`src/rtl/fifo_pkg.sv`:
```
// fifo_pkg: shared dual-clock FIFO sizing plus Gray/binary helpers for wptr_full_ctrl and rptr_empty
package fifo_pkg;
  localparam int ASIZE = 4;
  localparam int DEPTH = 1 << ASIZE;
  localparam int PTR_W = ASIZE + 1;
  function automatic logic [PTR_W-1:0] bin2gray(input logic [PTR_W-1:0] b);
    return b ^ (b >> 1);
  endfunction
  function automatic logic [PTR_W-1:0] gray2bin(input logic [PTR_W-1:0] g);
    logic [PTR_W-1:0] b;
    b = g;
    for (int i = PTR_W - 2; i >= 0; i--) b[i] = b[i+1] ^ g[i];
    return b;
  endfunction
endpackage

```
`src/rtl/gray2bin_conv.sv`:
```
// gray2bin_conv: combinational Gray-to-binary converter; ports g (Gray in), b (binary out), W bits wide
module gray2bin_conv #(
  parameter int W = 5
) (
  input  logic [W-1:0] g,
  output logic [W-1:0] b
);
  for (genvar i = 0; i < W; i++) begin : g_bit
    assign b[i] = ^g[W-1:i];
  end
endmodule

```
`src/rtl/wptr_full_ctrl.sv`:
```
// wptr_full_ctrl: write-side pointer/flag controller of the dual-clock FIFO (wclk domain)
// ports: wclk, wrst_n (async low), winc, wq2_rptr (synced Gray read ptr) in;
//        waddr, wptr (Gray), wfull, walmost_full, wlevel, woverflow (sticky) out
module wptr_full_ctrl
  import fifo_pkg::*;
#(
  parameter int ASIZE        = 4,
  parameter int AFULL_MARGIN = 2
) (
  input  logic             wclk,
  input  logic             wrst_n,
  input  logic             winc,
  input  logic [ASIZE:0]   wq2_rptr,
  output logic [ASIZE-1:0] waddr,
  output logic [ASIZE:0]   wptr,
  output logic             wfull,
  output logic             walmost_full,
  output logic [ASIZE:0]   wlevel,
  output logic             woverflow
);
  localparam logic [ASIZE:0] AF_LVL = (ASIZE+1)'((1 << ASIZE) - AFULL_MARGIN);
  logic [ASIZE:0] wbin, wbinnext, wgraynext, rbin_s, lvl_next;
  gray2bin_conv #(.W(ASIZE + 1)) u_g2b (.g(wq2_rptr), .b(rbin_s));
  assign waddr     = wbin[ASIZE-1:0];
  assign wbinnext  = wbin + (ASIZE+1)'(winc & ~wfull);
  assign wgraynext = (wbinnext >> 1) ^ wbinnext;
  // stale read pointer only ever makes this an over-estimate
  assign lvl_next  = wbinnext - rbin_s;
  always_ff @(posedge wclk or negedge wrst_n)
    if (!wrst_n) begin
      wbin         <= '0;
      wptr         <= '0;
      wfull        <= 1'b0;
      walmost_full <= 1'b0;
      wlevel       <= '0;
      woverflow    <= 1'b0;
    end else begin
      wbin         <= wbinnext;
      wptr         <= wgraynext;
      // full when write ptr is exactly one lap ahead: top two Gray bits inverted
      wfull        <= wgraynext == {~wq2_rptr[ASIZE:ASIZE-1], wq2_rptr[ASIZE-2:0]};
      walmost_full <= lvl_next >= AF_LVL;
      wlevel       <= lvl_next;
      woverflow    <= woverflow | (winc & wfull);
    end
endmodule

```
`config.mk`:
```
export PLATFORM = sky130hd
export DESIGN_NAME = wptr_full_ctrl
export DESIGN_NICKNAME = d
export VERILOG_FILES = /design/src/rtl/fifo_pkg.sv /design/src/rtl/gray2bin_conv.sv /design/src/rtl/wptr_full_ctrl.sv
export SDC_FILE = /design/constraint.sdc
export NUM_CORES = 1
export LEC_CHECK = 0
export ABC_CLOCK_PERIOD_IN_PS = 3150
export CORE_MARGIN = 2
export CORE_UTILIZATION = 35
export CTS_CLUSTER_DIAMETER = 80
export DETAILED_ROUTE_END_ITERATION = 10
export PLACE_DENSITY = 0.65
export SLEW_MARGIN = 20
export SYNTH_ARGS = -nofsm -noshare
export SYNTH_HDL_FRONTEND = slang
export SYNTH_SLANG_ARGS = --single-unit
```
`constraint.sdc`:
```
create_clock -name wclk -period 3.15 [get_ports wclk]
set_clock_uncertainty 0.2 [all_clocks]
set_input_delay 0.63 -clock wclk [delete_from_list [all_inputs] [get_ports wclk]]
set_output_delay 0.63 -clock wclk [all_outputs]
set_load 0.02 [all_outputs]
```
# After elaboration in Yosys (flattened, before gate mapping)
# Index checks and enable logic that the tools add are counted.
dict set report totals {
  regBits 18
  in_bits 8
  output_inout_bits 17
}
dict set report op_classes {
  add_sub_neg 2
  eq_ne 1
  magnitude_cmp 1
  bitwise_logic 6
  n_reduce_logical 4
}
# cell n
set ops {}
lappend ops {{5-bit adder} 1}
lappend ops {{1-bit by 5-bit bitwise AND with 5-bit output} 1}
lappend ops {{5-bit equality test} 1}
lappend ops {{5-bit by 4-bit >= comparator with 1-bit output (second input constant)} 1}
lappend ops {{1-bit NOT with 5-bit output} 1}
lappend ops {{5-bit parity} 1}
lappend ops {{5-bit subtractor} 1}
lappend ops {{4-bit by 5-bit XOR with 5-bit output} 1}
lappend ops {{4-bit parity} 1}
lappend ops {{3-bit parity} 1}
lappend ops {{2-bit NOT} 1}
lappend ops {{2-bit parity} 1}
lappend ops {{1-bit bitwise AND} 1}
lappend ops {{1-bit bitwise OR} 1}

# Logic depth before layout (Yosys ltp)
# Gate-level depths: netlist of run 1.
dict set report logic_depth {
  ltp_word 5
  ltp_mapped 9
}

# Modules after synthesis
# Synthesis of run 1 repeated with hierarchy kept, for this count alone.
dict set report hier_totals {
  hier_cells 72
  area_unflattened_um2 945.9
}
# mod cells_each n_inst area_each_um2
set modules_own_cells {}
lappend modules_own_cells {wptr_full_ctrl 66 1 873.3}
lappend modules_own_cells {gray2bin_conv 6 1 72.6}

# Worst setup path after synthesis of run 1
# No wires, ideal clock.
dict set report synth_path {
  kind {input-to-reg}
  from {input wq2_rptr[4]}
  to {register walmost_full}
  t_required_ns 2.830
  t_arrival_ns 2.555
  path_buffers 0
  path_stages 9
  setup_ns 0.120
  slack_ns 0.276
  cell_sequence {xnor3_2 > xor2_1 > xnor2_1 > ha_1 > fa_1 > nand2b_1 > o21ai_1 > xnor2_1 > a31o_1}
}
dict set report synth_via {
  elab_chain_cells 3
}
# item line
set synth_lines {}
lappend synth_lines {{from (decl)} wptr_full_ctrl.sv:13} ;# input logic [ASIZE:0] wq2_rptr,
lappend synth_lines {{5-bit parity (tied with other cells)} gray2bin_conv.sv:9} ;# assign b[i] = ^g[W-1:i];
lappend synth_lines {{5-bit subtractor *} wptr_full_ctrl.sv:28} ;# assign lvl_next = wbinnext - rbin_s;
lappend synth_lines {{net lvl_next[4]} wptr_full_ctrl.sv:22} ;# logic [ASIZE:0] wbin, wbinnext, wgraynext, rbin_s, lvl_next;
lappend synth_lines {{5-bit by 4-bit >= comparator with 1-bit output *} wptr_full_ctrl.sv:42} ;# walmost_full <= lvl_next >= AF_LVL;
lappend synth_lines {{to (signal assigned)} wptr_full_ctrl.sv:34} ;# walmost_full <= 1'b0;
lappend synth_lines {{to (signal assigned)} wptr_full_ctrl.sv:42}
lappend synth_lines {{to (decl)} wptr_full_ctrl.sv:17} ;# output logic walmost_full,
# Mark *: on every way through the listed nets, which the timed path passes. The rest lies on a longest branch.

# Worst setup path after layout of run 1
dict set report layout_path {
  from {input wq2_rptr[2]}
  to {register walmost_full}
}
dict set report layout_via {
  elab_chain_cells 3
}
# item line
set layout_lines {}
lappend layout_lines {{5-bit parity (tied with other cells)} gray2bin_conv.sv:9}
lappend layout_lines {{5-bit subtractor *} wptr_full_ctrl.sv:28}
lappend layout_lines {{net lvl_next[4]} wptr_full_ctrl.sv:22}
lappend layout_lines {{5-bit by 4-bit >= comparator with 1-bit output *} wptr_full_ctrl.sv:42}
# Marked as above.

==> results.json, run 1 <==
{
  "die_area_um2": 3010,
  "row_count": 18,
  "grt_util_all_layers_pct": 12.3,
  "critical_path_class": "in2reg",
  "critPathArrivalTime_ns": 3.02,
  "clock_tree.buffer_depth": 2,
  "grt_pass1_vias": 564,
  "start_kind": "input port",
  "dp_hpwl_um": 1240,
  "globalplace.congestion": 0.757,
  "port_buffers": 24,
  "fin_hold_ws_ns": 0.286,
  "cap_violations": 0,
  "cts_tree": "built",
  "min_to": "woverflow",
  "min_from": "woverflow",
  "remaining_drc_errors": 0,
  "worst-path-max-fanout": 2,
  "crit_slowest_cell": "clkdlybuf4s50_1",
  "layout_commonest_cell": "clkdlybuf4s50_1",
  "dr_total_vias": 596,
  "antenna_found_initial": 0,
  "die_h_um": 54.8,
  "path_clk_slew_ns": 0.10,
  "clkLatencyLatePin_ns": 0.29,
  "h-tree-depth": 1,
  "max_freq_mhz": 330,
  "crit_top_cell": "xnor2_1",
  "postCtsSetupBuffers": 0,
  "timing.rr.end": "walmost_full",
  "netlist_area_um2": 905,
  "place_area_um2": 1250,
  "stdcell_area_um2": 1290,
  "cp_data_required_time_ns": 3.14,
  "layout.cells.non_filler": 138,
  "synthCells": 71,
  "nets": 123,
  "yosysWarnings": 0,
  "clockRootBuffer": "clkbuf_4",
  "clock-sinks": 17,
  "wl_per_cell_um": 11.4,
  "wl_um": 1570,
  "ir_drop_v": 0.000606,
  "syn_nets": 85,
  "grt_pass1_wl_um": 2520,
  "ys_ff_latch": 17,
  "hold_path.class": "reg2reg",
  "cts_buffers": 3,
  "cp_top_family": "XOR/XNOR gates",
  "n_antenna_cell": 0,
  "start_util_pct": 36.9,
  "final_cell_mix": "clkdlybuf4s50_1 (24), dfrtp_1 (17), xnor2_1 (12)",
  "min_period_ns": 3.03,
  "drive_gt1_share_pct": 18.5,
  "numPlacedInstances": 134,
  "p_leak_nw": 0.591,
  "setup_viol": 0,
  "slew_headroom_pct": 50.3,
  "status": "finished clean",
  "firstDrtPassIters": 4,
  "finalMaxSlewViolations": 0,
  "critPathBufInv": 1,
  "timing.setup.tns_ns": 0,
  "reg2reg_depth": 9,
  "yosysSeqAreaShare_pct": 47.0,
  "yosysUniqueCellTypes": 24,
  "syn_area_per_cell_um2": 12.7,
  "grt_max_degree": 18,
  "holdPathStages": 1,
  "regToRegSetupSlack_ns": 0.77,
  "grt_overflow": 0,
  "critPathCaptureType": "flop",
  "ant_nets": 0,
  "p_total_mw": 1.62,
  "fin_crit_sh_pct": 96.1,
  "drtIter0Drc": 2,
  "ios": 25,
  "die_x_um": 54.8,
  "vias_per_cell": 4.32,
  "area_growth_pct": 42.6,
  "max_stage_delay_ns": 0.48,
  "path_cells": "clkdlybuf4s50_1 > xnor3_2 > xor2_2 > xnor2_1 > ha_1 > fa_2 > nand2b_1 > o21ai_2 > xnor2_1 > a31o_1",
  "worst_slew_pin_slew_ns": 0.744,
  "holdBufCountCts": 0,
  "pwr_density_cell_nw_per_um2": 1250,
  "core_area_um2": 2450,
  "finalHoldViolCount": 0,
  "r2r-start": "wbin[0]"
}
-- metrics by stage --
step,util (%),setup WS (ns)
global placement,50.9,-0.183
detailed placement,50.9,-0.247
floorplan,-,0.276
global route,52.5,-0.00217
CTS,52.0,0.0614
finish,52.5,0.124
-- sequential cells by signal (all words and copies together), names as in the netlist --
name          flops
wlevel            5
wfull             1
walmost_full      1
wbin              5
wptr              4
woverflow         1
-- how the worst max path moves through the flow --
stage,cells past startpoint,end,from,slack [ns]
after floorplan,9,walmost_full,wq2_rptr[4],0.28
after global placement,10,walmost_full,wq2_rptr[4],-0.18
after detailed placement,10,walmost_full,wq2_rptr[4],-0.25
after CTS,10,walmost_full,wq2_rptr[4],0.06
after global routing,10,walmost_full,wq2_rptr[2],-0.002
final,10,walmost_full,wq2_rptr[2],0.12
-- what timing repair did --
item | 4_1_cts | 5_1_grt
endpoints found under the hold margin | 0 | 0
resized for setup | 0 | 3
endpoints found under the setup margin | 0 | 1
-- cell families (layout without fill, tap and decap cells) --
group / after synthesis / in the layout / synth area share, %
AOI/OAI and AO/OA: 6 / 6 / 4.01
xor gates and xnor gates: 22 / 22 / 27.4
adders and majority gates: 6 / 6 / 9.13
buffers and inverters: 7 / 44 / 2.91
DFF: 17 / 17 / 47.0
muxes: 2 / 2 / 2.21
and+or+nand+nor: 11 / 11 / 7.33
-- final cells by class --
| type | instances | area [um2] |
|---|---|---|
| Clock buffer | 4 | 26.3 |
| Fill cell | 215 | 1160 |
| Inverter | 7 | 26.3 |
| Multi-Input combinational cell | 47 | 467 |
| Sequential cell | 17 | 425 |
| Tap cell | 30 | 37.5 |
| Timing Repair Buffer | 33 | 308 |
-- layer usage --
metal / vias to the layer above / track usage, % / part of all wire, %
met5: - / 0 / 0
met4: 0 / 8.75 / 0
met3: 0 / 0.820 / 3.3
met2: 12 / 19.2 / 50
met1: 279 / 15.9 / 47
li1: 305 / - / -
-- report_power, final --
part	switching, mW	internal, mW	leakage, nW	total (mW)
sequential	0.0639	0.343	0.201	0.407
clock	0.0677	0.0491	0.0150	0.117
combinational	0.536	0.557	0.375	1.09
-- synth_stat cells --
master,n,area (um2)
mux2i_1,2,20.0
xnor2_2,1,16.3
dfrtp_1,17,425
nor2_1,2,7.51
nand3_1,1,5.00
xnor3_2,1,23.8
ha_1,5,62.6
a31o_1,1,8.76
and3_2,1,7.51
xor2_1,6,52.6
nor2b_1,1,6.26
xnor2_1,12,105
nor3_1,1,5.00
a21oi_1,2,10.0
xnor3_1,1,22.5
fa_1,1,20.0
and2_2,1,7.51
nand2b_1,2,12.5
and2_1,1,6.26
and3b_1,1,8.76
inv_1,7,26.3
xor2_4,1,27.5
o21ai_1,2,10.0
a21o_1,1,7.51
No activity file was read; power rests on OpenSTA's default activity.
==> run 2: changes to the inputs <==
- CAP_MARGIN: default -> 15
- SLEW_MARGIN: 20 -> 25
==> results of run 2 <==
No change in the layout: final DEF, timing and power equal those of run 1.
==> run 3: changes to the inputs <==
- CORE_UTILIZATION: 35 -> 45
- PLACE_DENSITY: 0.65 -> 0.8
- SKIP_LAST_GASP: default -> 1
==> run 3 against run 2 <==
Compared with the run above:
- total power up 5.3%
- clock-buffer cell count unchanged
- register-to-register slack worse by 0.05 ns
- core utilization up 15 points
- via count up 6.4%
- cell area up 1.1%
- critical path depth unchanged
- sequential share of layout area down 0.35 points
- critical path type unchanged
- worst hold slack worse by 0.0051 ns
- sequential power up 1%
- final cell count down 1.4%
==> results.json, run 3 (synthesized netlist as in run 1, its figures left out) <==
{
  "antenna_found_initial": 0,
  "cts_tree": "built",
  "h-tree-depth": 1,
  "p_leak_nw": 0.600,
  "reg.largest.list": "wbin (5), wlevel (5), wptr (4)",
  "finalHoldViolCount": 0,
  "postCtsSetupBuffers": 0,
  "cts_buffers": 3,
  "hold_path.class": "reg2reg",
  "worst-path-max-fanout": 2,
  "slew_headroom_pct": 51.1,
  "pwr_density_cell_nw_per_um2": 1310,
  "n_antenna_cell": 0,
  "min_to": "woverflow",
  "holdPathStages": 1,
  "clkLatencyLatePin_ns": 0.30,
  "grt_pass1_vias": 690,
  "status": "finished clean",
  "holdBufCountCts": 0,
  "fin_hold_ws_ns": 0.281,
  "ant_nets": 0,
  "core_area_um2": 1920,
  "stdcell_area_um2": 1300,
  "path_clk_slew_ns": 0.10,
  "clock_tree.buffer_depth": 2,
  "ios": 25,
  "critPathArrivalTime_ns": 3.05,
  "cp_data_required_time_ns": 3.15,
  "clock-sinks": 17,
  "wl_per_cell_um": 13.3,
  "fin_crit_sh_pct": 97.1,
  "timing.setup.tns_ns": 0,
  "finalMaxSlewViolations": 0,
  "min_period_ns": 3.06,
  "start_kind": "input port",
  "dr_total_vias": 634,
  "timing.rr.end": "walmost_full",
  "cts_resized": 0,
  "numPlacedInstances": 132,
  "ir_drop_v": 0.000590,
  "dpl_worst_slack_ns": -0.258,
  "wl_um": 1810,
  "die_area_um2": 2380,
  "firstDrtPassIters": 3,
  "grt_util_all_layers_pct": 17.3,
  "globalplace.congestion": 0.803,
  "grt_max_degree": 18,
  "max_freq_mhz": 327,
  "area_growth_pct": 44.1,
  "die_x_um": 48.8,
  "drtIter0Drc": 6,
  "fin_ws_ns": 0.0922,
  "setup_viol": 0,
  "start_util_pct": 47.1,
  "grt_overflow": 0,
  "layout.cells.non_filler": 136,
  "layout_commonest_cell": "clkdlybuf4s50_1",
  "final_cell_mix": "clkdlybuf4s50_1 (24), dfrtp_1 (17), xnor2_1 (11)",
  "regToRegSetupSlack_ns": 0.72,
  "cap_violations": 0,
  "critical_path_class": "in2reg",
  "remaining_drc_errors": 0,
  "min_from": "woverflow",
  "grt_pass1_wl_um": 3010,
  "nets": 124,
  "port_buffers": 24,
  "vias_per_cell": 4.66,
  "row_count": 16,
  "place_area_um2": 1250,
  "die_h_um": 48.8,
  "worst_slew_pin_slew_ns": 0.731,
  "critPathCaptureType": "flop",
  "clockRootBuffer": "clkbuf_4",
  "drive_gt1_share_pct": 21.1,
  "reg2reg_depth": 9,
  "r2r-start": "wfull"
}
==> run 3: changes by cell type in the layout (fill, tap and decap cells not counted), sizes merged <==
cell,previous run,this run
buf,9,10
==> run 3: how the worst max path moves through the flow <==
stage	startpoint	cells past startpoint	to
final	wq2_rptr[2]	10	walmost_full
after global routing	wq2_rptr[2]	10	walmost_full
after CTS	wq2_rptr[4]	10	walmost_full
after detailed placement	wq2_rptr[4]	10	walmost_full
after global placement	wq2_rptr[4]	10	walmost_full
after floorplan	wq2_rptr[4]	9	walmost_full
==> run 3: critical path, cell delays in order <==
cell and delay, ns:
clkdlybuf4s50_1 0.48, xnor3_2 0.45, xor2_2 0.17, xnor2_1 0.13, ha_2 0.20, fa_2 0.34, nand2b_1 0.17, o21ai_2 0.21
xnor2_2 0.10, a31o_1 0.19
==> run 3: final cells by class <==
class	count	area [um2]
Fill cell	154	618
Multi-Input combinational cell	47	477
Sequential cell	17	425
Timing Repair Buffer	34	315
Tap cell	27	33.8
Clock buffer	4	26.3
Inverter	7	26.3
==> run 3: metrics by stage <==
stage          total power, mW  util [%]
6_report                  1.70      67.8
5_1_grt                   1.83      67.8
4_1_cts                   1.67      66.6
3_3_place_gp              1.51      65.2
2_1_floorplan             1.10         -
3_5_place_dp              1.55      65.2
==> run 3: report_power, final <==
part	internal (mW)	total, mW	switching, mW
Combinational	0.601	1.17	0.570
Clock	0.0494	0.120	0.0702
Sequential	0.343	0.411	0.0677
==> run 3: metal layers <==
metal / global-route usage (%) / part of all wire (%)
met3: 1.84 / 2.0
met1: 20.2 / 42
met2: 29.9 / 52
met4: 11.4 / 4.0
met5: 0 / 0
